==> config.mk <==
export PLATFORM = sky130hd
export DESIGN_NAME = id_stage_pipe
export DESIGN_NICKNAME = d
export VERILOG_FILES = /design/src/rtl/id_stage_pipe_pkg.sv /design/src/rtl/id_stage_pipe_regfile.sv /design/src/rtl/id_stage_pipe.sv
export SDC_FILE = /design/constraint.sdc
export NUM_CORES = 2
export LEC_CHECK = 0
export CAP_MARGIN = 5
export CORE_MARGIN = 8
export CORE_UTILIZATION = 45
export CTS_CLUSTER_SIZE = 16
export DETAILED_ROUTE_END_ITERATION = 7
export PLACE_DENSITY_LB_ADDON = 0.15
export SLEW_MARGIN = 0
export SYNTH_ARGS = -nofsm -noshare
export SYNTH_HDL_FRONTEND = slang
export SYNTH_SLANG_ARGS = --single-unit
==> constraint.sdc <==
create_clock -name i_clk -period 6.4 [get_ports i_clk]
set_input_delay 1.28 -clock i_clk [delete_from_list [all_inputs] [get_ports i_clk]]
set_output_delay 1.28 -clock i_clk [all_outputs]
set_load 0.05 [all_outputs]
==> src/rtl/id_stage_pipe_pkg.sv <==
// id_pkg: opcode, ALU-control, branch-op and ALUop encodings shared by the ID stage.
package id_pkg;
    localparam int XLEN_D     = 32;
    localparam int NUM_REGS_D = 32;
    localparam logic [6:0] OP_R  = 7'b0110011;
    localparam logic [6:0] OP_I  = 7'b0010011;
    localparam logic [6:0] OP_LD = 7'b0000011;
    localparam logic [6:0] OP_ST = 7'b0100011;
    localparam logic [6:0] OP_BR = 7'b1100011;
    localparam logic [2:0] ALU_ADD = 3'b010;
    localparam logic [2:0] ALU_SUB = 3'b110;
    localparam logic [2:0] ALU_AND = 3'b000;
    localparam logic [2:0] ALU_OR  = 3'b001;
    localparam logic [2:0] ALU_XOR = 3'b011;
    localparam logic [2:0] ALU_SLT = 3'b111;
    localparam logic [1:0] BR_EQ = 2'b00;
    localparam logic [1:0] BR_NE = 2'b01;
    localparam logic [1:0] BR_LT = 2'b10;
    localparam logic [1:0] BR_GE = 2'b11;
    localparam logic [1:0] ALUOP_MEM = 2'b00;
    localparam logic [1:0] ALUOP_BR  = 2'b01;
    localparam logic [1:0] ALUOP_FN  = 2'b10;
    typedef struct packed {
        logic       reg_write;
        logic       alu_src;
        logic       mem_write;
        logic       mem_read;
        logic       branch;
        logic       mem_to_reg;
        logic       sltc;
        logic       illegal;
        logic [2:0] alu_control;
        logic [1:0] branch_op;
    } ctrl_t;
endpackage

==> src/rtl/id_stage_pipe_regfile.sv <==
// regfile_bypass: register file with sync active-low reset, hardwired x0 and write-through reads.
module regfile_bypass
    import id_pkg::*;
#(
    parameter int XLEN     = XLEN_D,
    parameter int NUM_REGS = NUM_REGS_D,
    parameter int AW       = $clog2(NUM_REGS)
) (
    input  logic            i_clk,
    input  logic            i_reset,
    input  logic            i_we,
    input  logic [AW-1:0]   i_waddr,
    input  logic [XLEN-1:0] i_wdata,
    input  logic [AW-1:0]   i_raddr1,
    input  logic [AW-1:0]   i_raddr2,
    output logic [XLEN-1:0] o_rdata1,
    output logic [XLEN-1:0] o_rdata2
);
    logic [XLEN-1:0] r_mem [NUM_REGS];
    logic            w_wr;

    assign w_wr = i_we && i_waddr != '0;

    always_ff @(posedge i_clk) begin
        if (!i_reset) begin
            for (int k = 0; k < NUM_REGS; k++) r_mem[k] <= '0;
        end else if (w_wr) begin
            r_mem[i_waddr] <= i_wdata;
        end
    end

    assign o_rdata1 = i_raddr1 == '0 ? '0 : (w_wr && i_waddr == i_raddr1) ? i_wdata : r_mem[i_raddr1];
    assign o_rdata2 = i_raddr2 == '0 ? '0 : (w_wr && i_waddr == i_raddr2) ? i_wdata : r_mem[i_raddr2];
endmodule

==> src/rtl/id_stage_pipe.sv <==
// id_stage_pipe: RISC-V decode stage with handshaked ID/EX register, load-use stall and flush.
module id_stage_pipe
    import id_pkg::*;
#(
    parameter  int XLEN     = XLEN_D,
    parameter  int NUM_REGS = NUM_REGS_D,
    localparam int AW       = $clog2(NUM_REGS)
) (
    input  logic            i_clk,
    input  logic            i_reset,
    input  logic            i_valid,
    input  logic [31:0]     i_instruccion,
    output logic            o_ready,
    input  logic            i_ready,
    input  logic            i_flush,
    input  logic            i_RegWrite,
    input  logic [AW-1:0]   i_WriteReg,
    input  logic [XLEN-1:0] i_WriteData,
    output logic            o_valid,
    output logic [XLEN-1:0] o_register1,
    output logic [XLEN-1:0] o_register2,
    output logic [XLEN-1:0] o_constante,
    output logic [AW-1:0]   o_rs1,
    output logic [AW-1:0]   o_rs2,
    output logic [AW-1:0]   o_WriteReg,
    output logic            o_RegWrite,
    output logic            o_ALUSrc,
    output logic            o_MemWrite,
    output logic            o_MemRead,
    output logic            o_Branch,
    output logic            o_MemToReg,
    output logic            o_SLTc,
    output logic            o_illegal,
    output logic [2:0]      o_ALUControl,
    output logic [1:0]      o_BranchOp
);
    logic [6:0]      w_op;
    logic [2:0]      w_f3;
    logic [AW-1:0]   w_rs1, w_rs2, w_rd;
    logic [XLEN-1:0] w_rdata1, w_rdata2, w_imm;
    logic [1:0]      w_aluop, w_bop;
    logic [2:0]      w_fn;
    ctrl_t           w_ctrl;
    logic            w_uses_rs2, w_hazard, w_advance, w_take;
    logic            r_valid;
    ctrl_t           r_ctrl;
    logic [XLEN-1:0] r_reg1, r_reg2, r_imm;
    logic [AW-1:0]   r_rs1, r_rs2, r_rd;

    assign w_op  = i_instruccion[6:0];
    assign w_f3  = i_instruccion[14:12];
    assign w_rs1 = AW'(i_instruccion[19:15]);
    assign w_rs2 = AW'(i_instruccion[24:20]);
    assign w_rd  = AW'(i_instruccion[11:7]);

    regfile_bypass #(.XLEN(XLEN), .NUM_REGS(NUM_REGS), .AW(AW)) u_rf (
        .i_clk(i_clk), .i_reset(i_reset), .i_we(i_RegWrite), .i_waddr(i_WriteReg),
        .i_wdata(i_WriteData), .i_raddr1(w_rs1), .i_raddr2(w_rs2),
        .o_rdata1(w_rdata1), .o_rdata2(w_rdata2)
    );

    assign w_fn = w_f3 == 3'b000 ? ((w_op == OP_R && i_instruccion[30]) ? ALU_SUB : ALU_ADD) :
                  w_f3 == 3'b100 ? ALU_XOR :
                  w_f3 == 3'b110 ? ALU_OR  :
                  w_f3 == 3'b111 ? ALU_AND :
                  w_f3[2:1] == 2'b01 ? ALU_SLT : ALU_ADD;
    assign w_bop = w_f3 == 3'b001 ? BR_NE : w_f3 == 3'b100 ? BR_LT : w_f3 == 3'b101 ? BR_GE : BR_EQ;

    always_comb begin
        w_ctrl  = '0;
        w_aluop = ALUOP_MEM;
        w_imm   = '0;
        case (w_op)
            OP_R: begin
                w_ctrl.reg_write = 1'b1;
                w_aluop          = ALUOP_FN;
            end
            OP_I: begin
                w_ctrl.reg_write = 1'b1;
                w_ctrl.alu_src   = 1'b1;
                w_aluop          = ALUOP_FN;
                w_imm            = {{(XLEN-12){i_instruccion[31]}}, i_instruccion[31:20]};
            end
            OP_LD: begin
                w_ctrl.reg_write  = 1'b1;
                w_ctrl.alu_src    = 1'b1;
                w_ctrl.mem_read   = 1'b1;
                w_ctrl.mem_to_reg = 1'b1;
                w_imm             = {{(XLEN-12){i_instruccion[31]}}, i_instruccion[31:20]};
            end
            OP_ST: begin
                w_ctrl.alu_src   = 1'b1;
                w_ctrl.mem_write = 1'b1;
                w_imm            = {{(XLEN-12){i_instruccion[31]}}, i_instruccion[31:25], i_instruccion[11:7]};
            end
            OP_BR: begin
                w_ctrl.branch = 1'b1;
                w_aluop       = ALUOP_BR;
                w_imm         = {{(XLEN-13){i_instruccion[31]}}, i_instruccion[31], i_instruccion[7],
                                 i_instruccion[30:25], i_instruccion[11:8], 1'b0};
            end
            default: w_ctrl.illegal = 1'b1;
        endcase
        w_ctrl.sltc        = w_aluop == ALUOP_FN && w_f3 == 3'b011;
        w_ctrl.alu_control = w_ctrl.illegal ? 3'b000 : w_aluop == ALUOP_MEM ? ALU_ADD :
                             w_aluop == ALUOP_BR ? ALU_SUB : w_fn;
        w_ctrl.branch_op   = w_ctrl.branch ? w_bop : BR_EQ;
    end

    // A load in ID/EX whose destination feeds this instruction must wait one cycle.
    assign w_uses_rs2 = w_op == OP_R || w_op == OP_ST || w_op == OP_BR;
    assign w_hazard   = r_valid && r_ctrl.mem_read && r_rd != '0 &&
                        (r_rd == w_rs1 || (w_uses_rs2 && r_rd == w_rs2));
    assign w_advance  = i_ready || !r_valid;
    assign o_ready    = w_advance && !w_hazard;
    assign w_take     = i_valid && o_ready;

    always_ff @(posedge i_clk) begin
        if (!i_reset || i_flush || (w_advance && !w_take)) begin
            r_valid <= 1'b0;
            r_ctrl  <= '0;
            r_reg1  <= '0;
            r_reg2  <= '0;
            r_imm   <= '0;
            r_rs1   <= '0;
            r_rs2   <= '0;
            r_rd    <= '0;
        end else if (w_take) begin
            r_valid <= 1'b1;
            r_ctrl  <= w_ctrl;
            r_reg1  <= w_rdata1;
            r_reg2  <= w_rdata2;
            r_imm   <= w_imm;
            r_rs1   <= w_rs1;
            r_rs2   <= w_rs2;
            r_rd    <= w_rd;
        end
    end

    assign o_valid      = r_valid;
    assign o_register1  = r_reg1;
    assign o_register2  = r_reg2;
    assign o_constante  = r_imm;
    assign o_rs1        = r_rs1;
    assign o_rs2        = r_rs2;
    assign o_WriteReg   = r_rd;
    assign o_RegWrite   = r_ctrl.reg_write;
    assign o_ALUSrc     = r_ctrl.alu_src;
    assign o_MemWrite   = r_ctrl.mem_write;
    assign o_MemRead    = r_ctrl.mem_read;
    assign o_Branch     = r_ctrl.branch;
    assign o_MemToReg   = r_ctrl.mem_to_reg;
    assign o_SLTc       = r_ctrl.sltc;
    assign o_illegal    = r_ctrl.illegal;
    assign o_ALUControl = r_ctrl.alu_control;
    assign o_BranchOp   = r_ctrl.branch_op;
endmodule

==> metrics.md <==
| Metric | Value |
|---|---|
| Setup CP Type | in -> out |
| Hold_buf cts | 0 |
| Leak | 26.0 nW |
| PD cells | 268 mW/mm^2 |
| Chip width | 380 um |
| Fin Setup TNS | 0 ns |
| Buffers plus inverters on the worst setup path | 2 |
| Total clock sinks | 1129 |
| Num CTS Buffers | 133 |
| GPL Wtd Cong | 0.861 |
| Proportion of layout cells with a drive suffix above 1 | 0.0892 |
| Antenna Nets Post-Route | 0 |
| Clk root buf | clkbuf_16 |
| Core ar. | 0.131 sq mm |
| Clock skew | 0.0387 ns |
| Worst-Margin Slew | 1.39 ns |
| Status | finished, final reports clean |
| Number of remaining DRC errors | 0 |
| Critical Path End Type | output pin |
| Max-slew violation count | 0 |
| Layout Nets | 5098 |
| CTS resizes | 0 |
| Die H | 380 um |
| Commonest non-fill, non-tap cell in the layout | edfxtp_1 |
| Starting Density | 0.454 |
| Vias | 43800 |
| Vias per inst | 6.36 |
| Die area | 0.144 sq mm |
| Port Buffer Count | 200 |
| Worst endpoint required time | 5.12 ns |
| Maximum clock frequency | 193 MHz |
| Top cell family by delay on the critical path | buffers and inverters |
| Pre-CTS setup slack | 1.30 ns |
| CP Data Arrival Time | 3.91 ns |
| Tot Pwr | 18.4 mW |
| Synth Flop Type | edfxtp_1 |
| Max-cap violation count | 0 |
| Synthesis-to-finish area growth | 14.9% |
| Unrepaired setup endpoints after global routing | no |
| CP cell instances | clkdlybuf4s50_1 > xnor2_1 > nand2_1 > o41ai_4 > nor2_1 > buf_4 |
| Fin cells | 6893 |
| Yosys reg bits | 1129 |
| Wirelength per Cell | 33.2 um |
| EDFF count, synth | 1024 |
| H-tree depth | 4 |
| Headroom to the max-slew limit | 0.0702 |
| Hold WC Path Type | reg -> reg |
| CTS tree | done |
| Overall Global Routing Usage | 0.303 |
| Row Count | 133 |
| Clock slew at reported path FFs | 0.05 ns |
| Starting DRT DRC Count | 5660 |
| Startpoint types | input port |
| Peak VDD IR | 0.255 mV |
| Setup bufs post-CTS | 0 |
| Vias in the first global route | 42700 |
| Synthesized area per cell | 11.9 sq um |
| Commonest cells after routing, fill and taps aside | 1024 x edfxtp_1, 1018 x mux2i_1, 992 x and2_1 |
| DRT Wirelength | 229000 um |
| Post-Syn Instances | 5012 |
| Largest net degree at the start of global routing | 134 |
| Final setup fails | 0 |
| Dpl cell area | 0.0642 sq mm |
| Minimum clock period | 5.19 ns |
| Worst-Skew Late Latency | 0.78 ns |
| CP peak stage delay | 1.03 ns |
| HPWL Detailed | 136000 um |
| Placed Cells | 6641 |
| Mapped cell area | 0.0596 sq mm |
| Router iterations before antenna repair | 6 |
| Yosys warnings | 0 |
| Post-synthesis sequential area ratio | 0.551 |
| Tcrit/Tclk final | 0.811 |
| Clock buffer depth | 3 |
| Setup ws final | 1.21 ns |
| Count of different cell masters after synthesis | 50 |
| First-pass GRT wire length | 320000 um |
| CP max-delay cell | clkdlybuf4s50_1 |
| Final Cell Area | 0.0685 sq mm |
| Final Hold Vio Count | 0 |
| IO Pins | 201 |
| Post-synth ARST share | 0 |
| Initial antenna violation count | 21 |
| CP Max Fanout | 14 |
| Global route overflow | 0 |
==> metal layers <==
metal,up-vias,global-route usage,wire [um]
li1,18500,-,-
met1,22300,0.409,93100
met2,2592,0.476,104000
met3,484,0.0625,22500
met4,2,0.125,9280
met5,-,0,13
==> area by class of cell <==
class | count | area, sq um
inverter | 5 | 18.8
fill | 11200 | 63000
antenna | 15 | 37.5
sequential | 1129 | 32900
clock buffer | 177 | 3710
timing repair buffer | 361 | 3640
multi-input combinational | 3393 | 25500
clock inverter | 58 | 541
tap | 1755 | 2200
==> where the power goes <==
group	leakage, nW	total (mW)	internal (mW)	switching, mW
registers	10.6	8.66	8.43	0.230
clock network	2.09	7.59	4.46	3.13
logic	13.4	2.12	0.700	1.42
total	26.0	18.4	13.6	4.77
==> worst reg2reg max path, stage by stage, from the launching register on <==
cell and delay, ns:
dfxtp_1 0.52, xnor2_1 0.20, nand4_1 0.19, nor4_4 0.78, nor2_1 0.19, a21oi_4 0.93, nor2_1 0.14
==> sequential cells by signal (all words and copies together), names as in the netlist, 2 cells and up <==
name and flops:
u_rf.r_mem 1024, o_BranchOp 2, o_rs1 5, o_ALUControl 3, o_WriteReg 5, o_register1 32, o_constante 13, o_rs2 5
o_register2 32
==> logic make-up (layout without fill, tap and decap cells) <==
| logic type | after synthesis | count (layout) | share of synthesized area |
|---|---|---|---|
| DFF | 1129 | 1129 | 0.551 |
| AOI/OAI and AO/OA | 634 | 634 | 0.0756 |
| and+or+nand+nor | 1677 | 1677 | 0.160 |
| other | 1 | 47 | 0.0000629 |
| xor gates and xnor gates | 20 | 20 | 0.00294 |
| buffers and inverters | 521 | 601 | 0.0353 |
| muxes | 1030 | 1030 | 0.175 |
==> final timing paths <==
path | startpoint | end | slack [ns] | cells past startpoint
max | i_instruccion[16] | o_ready | 1.21 | 6
min reg2reg | o_constante[10] | o_constante[10] | 0.47 | 2
max reg2reg | o_WriteReg[2] | o_rs2[2] | 3.29 | 6
min | o_constante[10] | o_constante[10] | 0.47 | 2
==> synthesized netlist by cell type (15+ instances only) <==
cell type  number  share of area
nand2_1       204          0.013
mux2i_1      1018           0.17
nand3_1       275          0.023
clkbuf_1      409          0.026
buf_1          31         0.0020
dfxtp_1       105          0.035
and2_1        994           0.10
buf_2          54         0.0045
o21ai_0        34         0.0029
a22oi_1       504          0.063
nand2b_1       22         0.0023
edfxtp_1     1024           0.52
buf_4          22         0.0028
nor2_1         72         0.0045
nand4_1        68         0.0071
xnor2_1        15         0.0022
a21oi_1        79         0.0066
==> through the flow <==
step | hold slack, ns | utilization
CTS | 0.470 | 0.520
detailed placement | 0.460 | 0.488
global placement | 0.452 | 0.488
finish | 0.467 | 0.521
floorplan | 0.673 | -
global route | 0.486 | 0.521
(Power assumes the default switching activity.)
